===== src/rtl/fetch_redirect_ctrl.sv =====
// fetch_redirect_ctrl: fetch PC owner with static prediction, in-flight prediction FIFO, redirect/flush and counters
//   clk, rst          clock, synchronous active-high reset
//   imem_addr/instr   fetch address (the PC) and the instruction returned for it
//   id_*              IF/ID outputs (valid, instr, pc, pred_taken), held while id_ready=0
//   ex_res_*          EX resolution of the oldest in-flight control-flow instruction
//   trap_valid/pc     trap redirect request, wins over a same-cycle mispredict
//   redirect          one-cycle registered flush pulse
//   cf_count, mispred_count  saturating statistics; q_err sticky resolve-on-empty flag
module fetch_redirect_ctrl #(
  parameter logic [31:0] RESET_PC = 32'h0000_0000,
  parameter int DEPTH = 4
) (
  input  logic        clk,
  input  logic        rst,
  output logic [31:0] imem_addr,
  input  logic [31:0] imem_instr,
  input  logic        id_ready,
  output logic        id_valid,
  output logic [31:0] id_instr,
  output logic [31:0] id_pc,
  output logic        id_pred_taken,
  input  logic        ex_res_valid,
  input  logic        ex_res_taken,
  input  logic [31:0] ex_res_target,
  input  logic        trap_valid,
  input  logic [31:0] trap_pc,
  output logic        redirect,
  output logic [31:0] cf_count,
  output logic [31:0] mispred_count,
  output logic        q_err
);
  localparam int AW = $clog2(DEPTH);
  typedef struct packed {
    logic        taken;
    logic [31:0] target;
    logic [31:0] fall;
  } ent_t;
  ent_t fifo [DEPTH];
  logic [AW:0] wr_ptr, rd_ptr;
  logic [31:0] pc, pc_4, j_imm, b_imm, pred_target, correct_pc;
  logic is_jal, is_jalr, is_br, is_cf, pred_taken;
  logic empty, full, pop, push, mispredict, flush, fetch_fire;
  ent_t head;
  assign imem_addr = pc;
  always_comb begin
    is_jal      = imem_instr[6:0] == 7'b1101111;
    is_jalr     = imem_instr[6:0] == 7'b1100111;
    is_br       = imem_instr[6:0] == 7'b1100011;
    is_cf       = is_jal | is_jalr | is_br;
    j_imm       = {{12{imem_instr[31]}}, imem_instr[19:12], imem_instr[20], imem_instr[30:21], 1'b0};
    b_imm       = {{20{imem_instr[31]}}, imem_instr[7], imem_instr[30:25], imem_instr[11:8], 1'b0};
    pc_4        = pc + 32'd4;
    pred_taken  = is_jal | (is_br & b_imm[31]);
    pred_target = is_jal ? pc + j_imm : (is_br & b_imm[31]) ? pc + b_imm : pc_4;
    empty       = wr_ptr == rd_ptr;
    full        = (wr_ptr[AW-1:0] == rd_ptr[AW-1:0]) & (wr_ptr[AW] != rd_ptr[AW]);
    head        = fifo[rd_ptr[AW-1:0]];
    pop         = ex_res_valid & !empty;
    mispredict  = pop & ((ex_res_taken != head.taken) | (ex_res_taken & (ex_res_target != head.target)));
    correct_pc  = ex_res_taken ? ex_res_target : head.fall;
    flush       = trap_valid | mispredict;
    fetch_fire  = id_ready & !flush & !(is_cf & full & !pop);
    push        = fetch_fire & is_cf;
  end
  always_ff @(posedge clk)
    if (push) fifo[wr_ptr[AW-1:0]] <= '{pred_taken, pred_target, pc_4};
  always_ff @(posedge clk) begin
    if (rst) begin
      pc            <= RESET_PC;
      wr_ptr        <= '0;
      rd_ptr        <= '0;
      id_valid      <= 1'b0;
      id_instr      <= '0;
      id_pc         <= '0;
      id_pred_taken <= 1'b0;
      redirect      <= 1'b0;
      cf_count      <= '0;
      mispred_count <= '0;
      q_err         <= 1'b0;
    end else begin
      redirect <= flush;
      if (pop) cf_count <= cf_count + {31'b0, cf_count != '1};
      if (mispredict) mispred_count <= mispred_count + {31'b0, mispred_count != '1};
      if (ex_res_valid & empty) q_err <= 1'b1;
      if (flush) begin
        pc       <= trap_valid ? trap_pc : correct_pc;
        wr_ptr   <= '0;
        rd_ptr   <= '0;
        id_valid <= 1'b0;
      end else begin
        if (pop) rd_ptr <= rd_ptr + (AW+1)'(1);
        if (push) wr_ptr <= wr_ptr + (AW+1)'(1);
        if (fetch_fire) begin
          pc            <= pred_target;
          id_valid      <= 1'b1;
          id_instr      <= imem_instr;
          id_pc         <= pc;
          id_pred_taken <= pred_taken;
        end else if (id_ready) id_valid <= 1'b0;
      end
    end
  end
endmodule

===== config.mk =====
export PLATFORM = sky130hd
export DESIGN_NAME = fetch_redirect_ctrl
export DESIGN_NICKNAME = d
export VERILOG_FILES = /design/src/rtl/fetch_redirect_ctrl.sv
export SDC_FILE = /design/constraint.sdc
export NUM_CORES = 1
export LEC_CHECK = 0
export ABC_CLOCK_PERIOD_IN_PS = 5100
export BUFFER_PORTS_ARGS = -buffer_cell sky130_fd_sc_hd__buf_2
export CAP_MARGIN = 20
export CORE_MARGIN = 2
export CORE_UTILIZATION = 50
export CTS_CLUSTER_SIZE = 30
export DETAILED_ROUTE_END_ITERATION = 7
export HOLD_SLACK_MARGIN = 0.08
export PLACE_DENSITY = 0.72
export SYNTH_ARGS = -nofsm -noshare
export SYNTH_HDL_FRONTEND = slang
export SYNTH_SLANG_ARGS = --single-unit

===== constraint.sdc =====
create_clock -name clk -period 5.1 [get_ports clk]
set_input_delay 1.02 -clock clk [delete_from_list [all_inputs] [get_ports clk]]
set_output_delay 1.02 -clock clk [all_outputs]
set_load 0.1 [all_outputs]

==> results of run 1 <==
[final timing paths]
check / start / to / slack, ps / depth (start not counted)
setup / recovery: flop / imem_addr[25] / 760 / 11
hold / removal: id_instr[25] / id_instr[25] / 450 / 2
setup reg to reg: flop / imem_addr[25] / 760 / 11
hold reg to reg: id_instr[25] / id_instr[25] / 450 / 2
[metal layers]
| metal | GRT usage (%) | vias up | part of all wire (%) |
|---|---|---|---|
| met5 | 0 | - | 0 |
| met4 | 9.856 | 0 | 3.0 |
| met3 | 5.776 | 129 | 11 |
| met2 | 44.48 | 940 | 45 |
| met1 | 42.71 | 8315 | 41 |
| li1 | - | 7633 | - |
[final cells by class]
cell class | count | area, um2
antenna | 6 | 15.01
clock inverter | 16 | 192.7
timing repair buffer | 311 | 1749
fill | 3492 | 17280
sequential | 428 | 11140
multi-input combinational | 1356 | 9409
clock buffer | 63 | 1271
inverter | 32 | 120.1
tap | 539 | 674.4
[through the flow]
step / utilization, % / cell area, um2 / total power [mW]
floorplan: - / 21130 / 4.650
global placement: 55.17 / 23090 / 4.994
detailed placement: 55.17 / 23090 / 5.008
CTS: 58.67 / 24550 / 8.239
global route: 58.69 / 24560 / 8.468
finish: 58.71 / 24570 / 8.237
[cell usage in the layout, fill, tap and decap left out, drive strengths merged, types with 40 or more instances in the layout]
master | Yosys | final
nand3 | 55 | 55
dfxtp | 172 | 172
mux2i | 65 | 65
o21ai | 61 | 61
edfxtp | 256 | 256
xor2 | 66 | 66
clkbuf | 64 | 63
nor2 | 162 | 162
ha | 53 | 53
mux4 | 55 | 55
xnor2 | 72 | 72
a21oi | 148 | 148
buf | 37 | 311
nor3 | 40 | 40
nand2 | 263 | 263
[power by group]
| part | total [mW] | switching [mW] | internal [mW] | leakage (nW) |
|---|---|---|---|---|
| logic | 1.17 | 0.870 | 0.299 | 4.72 |
| clock network | 3.27 | 1.37 | 1.90 | 0.721 |
| registers | 3.80 | 0.0718 | 3.72 | 3.73 |
[cell families after synthesis]
group | after synthesis | share of synthesized area (%)
multiplexers | 120 | 9.174
AO/OA/AOI/OAI | 395 | 12.06
XOR/XNOR | 138 | 5.721
buffers and inverters | 133 | 2.884
adder cells (fa/ha/maj) | 55 | 3.329
AND/OR/NAND/NOR | 648 | 14.14
flip-flops | 428 | 52.69
[flip-flops by register name, indices dropped and copies added, names as in the netlist, named ones only]
| register | flops |
|---|---|
| rd_ptr | 3 |
| cf_count | 32 |
| id_valid | 1 |
| id_pc | 32 |
| imem_addr | 32 |
| id_instr | 32 |
| q_err | 1 |
| wr_ptr | 3 |
| id_pred_taken | 1 |
| mispred_count | 32 |
| redirect | 1 |
| fifo | 256 |
[tightest hold or removal path, delay by kind of cell (launching register included)]
family	cells	cell delay (ps)
DFF	1	300
and+or+nand+nor	1	50
AOI/OAI and AO/OA	1	50
==> qor.txt, run 1 <==
Worst path cell trace = buf_4 > mux4_1 > xnor2_1 > nand4_1 > or4_4 > o21a_1 > buf_4 > nor2_8 > nand2_2 > or2_0 > o2111a_1
Layout area overhead = 16.31%
Crit-path max FO = 21
Clk Latency, worst-skew pair = 600 ps
Reg clk slew, reported paths = 60 ps
Crit share post-route = 85.13%
Setup repair bufs after CTS = 0
Post-synthesis sequential area ratio = 52.69%
Placeable Area = 41850 um2
Top-area cell type share of the netlist area = 36.39%
Post-Syn Area per Cell = 11.02 um2
Worst Path Arrival = 4830 ps
Critical Path Most Common Cell = buf_4
Drt pass-1 iters = 6
Setup Skew = 29.91 ps
CTS sink cnt = 428
Syn_nets = 2074
Final hold slack = 451.2 ps
Vias in the first global route = 15900
Initial antenna violation count = 5
RSZ-0062 raised after global routing = false
Post-Synthesis Cells = 1917
Setup_tns = 0 ps
Synthesized area = 21130 um2
CP required = 5590 ps
Via count = 17020
Die H = 209.6 um
Initial core utilization = 50.48%
Site Rows = 75
Leakage Power = 9.172 nW
Post-synth ARST share = 0%
Layout net count = 2329
Post-cts resize count = 0
Number of clock buffers inserted by TritonCTS = 43
Synth warnings = 0
Initial drt markers = 2027
Remaining Overflow, GRT = 0
Critical path capture point type = flop
DRT antenna net count = 0
Post-Route WL = 65460 um
MaxCap Viol Count = 0
H-tree levels = 2
Count leader, synth = nand2_1
Final Hold Fails = 0
Root Driver = clkbuf_16
Non-Filler Instances = 2751
I/O pins = 266
Largest net degree at the start of global routing = 102
Crit path launch type = flop
Endpoints failing setup = 0
Max-slew violation count = 0
Status = finished clean
Buf/Inv on CP = 2
Die area = 43910 um2
Final WS setup = 758.3 ps
Commonest cells in the netlist = 261 x nand2_1, 256 x edfxtp_1, 172 x dfxtp_1, 160 x nor2_1, 148 x a21oi_1
Crit-path slowest cell = mux4_1
CTS tree = done
Slew @ Worst Pin = 1077 ps
Die width = 209.6 um
Unique masters post-synth = 92
DP Wirelength = 46640 um
Area leader, netlist = edfxtp_1
DR WL/cell = 23.80 um
Post-synth top flop = edfxtp_1
EDFF count, synth = 256
VDD IR-drop max = 0.0002766 V
Slowest Stage Delay on Critical Path = 620 ps
# hold bufs at CTS = 0
Global-route wire length before repair = 97790 um
IO Port Bufs = 265
Final GP Congestion = 0.9677
Post-layout min period = 4342 ps
Clk buf depth = 3
Top delay family on crit path = simple AND/OR/NAND/NOR gates
#FFs+latches synth = 428
Crit Path Category = reg2reg
Vias per cell = 6.186
Slew HR = 28.21%
Pre-CTS setup slack = 709.1 ps
Placed Instances = 2666
Proportion of layout cells with a drive suffix above 1 = 20.58%
Hold Crit Class = reg2reg
Power per cell area = 335.2 nW/um2
DRC errors left = 0
Main area contributors after synthesis = edfxtp_1 36%, dfxtp_1 16%, nand2_1 4.6%, mux4_2 4.5%, a21oi_1 3.5%
Max frequency = 230.3 MHz
Global router's overall resource usage = 29.41%
Note: power is estimated with default switching activity, not from simulation.
==> run 2, diff against run 1 <==
--- a/config.mk
+++ b/config.mk
@@ -5,6 +5,7 @@
 export SDC_FILE = /design/constraint.sdc
 export NUM_CORES = 1
 export LEC_CHECK = 0
+export ABC_AREA = 1
 export ABC_CLOCK_PERIOD_IN_PS = 5100
 export BUFFER_PORTS_ARGS = -buffer_cell sky130_fd_sc_hd__buf_2
 export CAP_MARGIN = 20
==> run 2 against run 1 <==
  * Die area is 10% higher
  * Non-clock buffer count rose by 4
  * Utilization shrank 0.63 points
  * Combinational power grew 23%
  * Cell count increased by 43%
  * Total power grew 5.2%
  * Worst hold slack improved by 3.8 ps
  * Highest routed layer unchanged
==> qor.txt, run 2 <==
Initial core utilization = 50.44%
CP required = 5360 ps
Max-slew violation count = 0
Crit-path slowest cell = buf_4
CTS sink cnt = 428
Antenna Cells = 0
Root Driver = clkbuf_16
H-tree levels = 2
Buf/Inv on CP = 4
Die width = 220.0 um
Area leader, netlist = edfxtp_1
Setup Skew = 25.79 ps
Endpoints failing setup = 0
Leakage Power = 11.71 nW
Post-cts resize count = 0
# hold bufs at CTS = 0
Worst Path Arrival = 4230 ps
Met3 WL = 8278 um
Count leader, synth = nand2_1
Post-Route WL = 82650 um
Main area contributors after synthesis = edfxtp_1 33%, dfxtp_1 15%, nand2_1 13%, nor2_1 7.6%, nand3_1 5.0%
Placed Instances = 3847
Max reg flops = 256
Metal-1 WL = 34120 um
DRC errors left = 0
#FFs+latches synth = 428
Site Rows = 79
Placeable Area = 46260 um2
Layout area overhead = 15.16%
Unique masters post-synth = 45
Worst hold stages = 2
Status = finished clean
Global-route wire length before repair = 122900 um
Remaining Overflow, GRT = 0
Final GP Congestion = 1.019
DRT antenna net count = 0
EDFF count, synth = 256
Synth warnings = 0
Max frequency = 252.1 MHz
Final Hold Fails = 0
Via count = 22430
Power per cell area = 322.6 nW/um2
DR WL/cell = 21.02 um
Vias in the first global route = 20870
Largest net degree at the start of global routing = 129
RSZ-0062 raised after global routing = false
Reg clk slew, reported paths = 60 ps
Crit path launch type = flop
Post-DP Area = 25330 um2
CTS tree = done
Crit. path cell count = 15
IO Port Bufs = 265
I/O pins = 266
Critical R2R Capture = fifo[3][59]
Final hold slack = 455.0 ps
Die area = 48410 um2
Slowest Stage Delay on Critical Path = 650 ps
Commonest non-fill, non-tap cells in the layout = 795 x nand2_1, 467 x nor2_1, 265 x buf_2
Post-layout min period = 3967 ps
Drt pass-1 iters = 6
Final Power = 8.668 mW
Non-Filler Instances = 3932
Slew @ Worst Pin = 1020 ps
Initial drt markers = 2651
Worst path cell trace = buf_4 > nand3_1 > nand3_1 > nand2_1 > nor2_1 > nand2_1 > inv_1 > nand2_1 > nor2_1 > nand3_2 > nand2_4 > nand4_1 > buf_4 > nor2_4 > buf_4
Die H = 220.0 um
Commonest non-fill, non-tap cell in the layout = nand2_1
Post-synth top flop = edfxtp_1
Setup_tns = 0 ps
Post-Syn Area per Cell = 7.655 um2
Max layer used = met4
Commonest cells in the netlist = 796 x nand2_1, 471 x nor2_1, 256 x edfxtp_1, 249 x inv_1, 231 x nand3_1
Met2 wire length = 36920 um
Post-Synthesis Cells = 3048
Syn_nets = 3205
Proportion of layout cells with a drive suffix above 1 = 12.21%
Slew HR = 31.70%
DP Wirelength = 60390 um
Clk buf depth = 3
Top-area cell type share of the netlist area = 32.95%
Global router's overall resource usage = 33.73%
Worst r2r path cells = 15
Post-synthesis sequential area ratio = 47.71%
Vias per cell = 5.705
Post-synth ARST share = 0%
Reg-to-reg setup timing slack = 1130 ps
MaxCap Viol Count = 0
Crit share post-route = 77.79%
Crit Path Category = reg2reg
Number of clock buffers inserted by TritonCTS = 46
End of the critical path = fifo[3][59]
Crit-path max FO = 64
Layout net count = 3446
Setup repair bufs after CTS = 0
Fin area = 26870 um2
Synthesized area = 23330 um2
Critical path capture point type = flop
Clk Latency, worst-skew pair = 600 ps
Top delay family on crit path = simple AND/OR/NAND/NOR gates
VDD IR-drop max = 0.0003006 V
Hold Crit Class = reg2reg
Initial antenna violation count = 0
## run 2: how the worst min path moves through the flow
stage	startpoint	to	slack (ps)
floorplan	imem_addr[0]	imem_addr[0]	480
detailed placement	q_err	q_err	450
global route	q_err	q_err	480
CTS	q_err	q_err	460
global placement	q_err	q_err	440
finish	q_err	q_err	460
## run 2: cells by family after synthesis
logic type / count (synthesis) / synth area share [%]
compound gates: 468 / 10.57
xor+xnor: 74 / 2.778
fa+ha+maj: 55 / 3.014
buf+inv: 374 / 6.618
flops: 428 / 47.71
simple gates: 1649 / 29.31
## run 2: layer usage
layer | vias up | global-route usage, %
met1 | 10520 | 47.28
met4 | 0 | 13.51
met5 | - | 0
met2 | 1114 | 51.91
met3 | 160 | 5.783
li1 | 10640 | -
## run 2: final cells by class
| cell class | instances | area, um2 |
|---|---|---|
| clock inverters | 22 | 254.0 |
| multi-input cells | 2246 | 10700 |
| fillers | 4275 | 19390 |
| clock buffers | 62 | 1272 |
| well taps | 607 | 759.5 |
| flip-flops and latches | 428 | 11140 |
| repair buffers | 315 | 1797 |
| inverters | 252 | 948.4 |
## run 2: power breakdown
group | switching [mW] | internal [mW]
sequential | 0.0728 | 3.74
combinational | 1.12 | 0.314
clock | 1.41 | 2.01
total | 2.61 | 6.06
## run 2: per-stage QoR
step / worst slack [ps] / utilization (%)
after detailed placement: 1087 / 54.76
after floorplan: -266.1 / -
after global routing: 927.7 / 58.08
after global placement: 1136 / 54.70
after CTS: 1176 / 58.06
final: 1133 / 58.08
## run 2: tightest hold or removal path: cells and delay by family (launching register included)
kind / cells / cell delay (ps)
DFF: 1 / 310
AOI/OAI and AO/OA: 1 / 50
buffers and inverters: 1 / 50
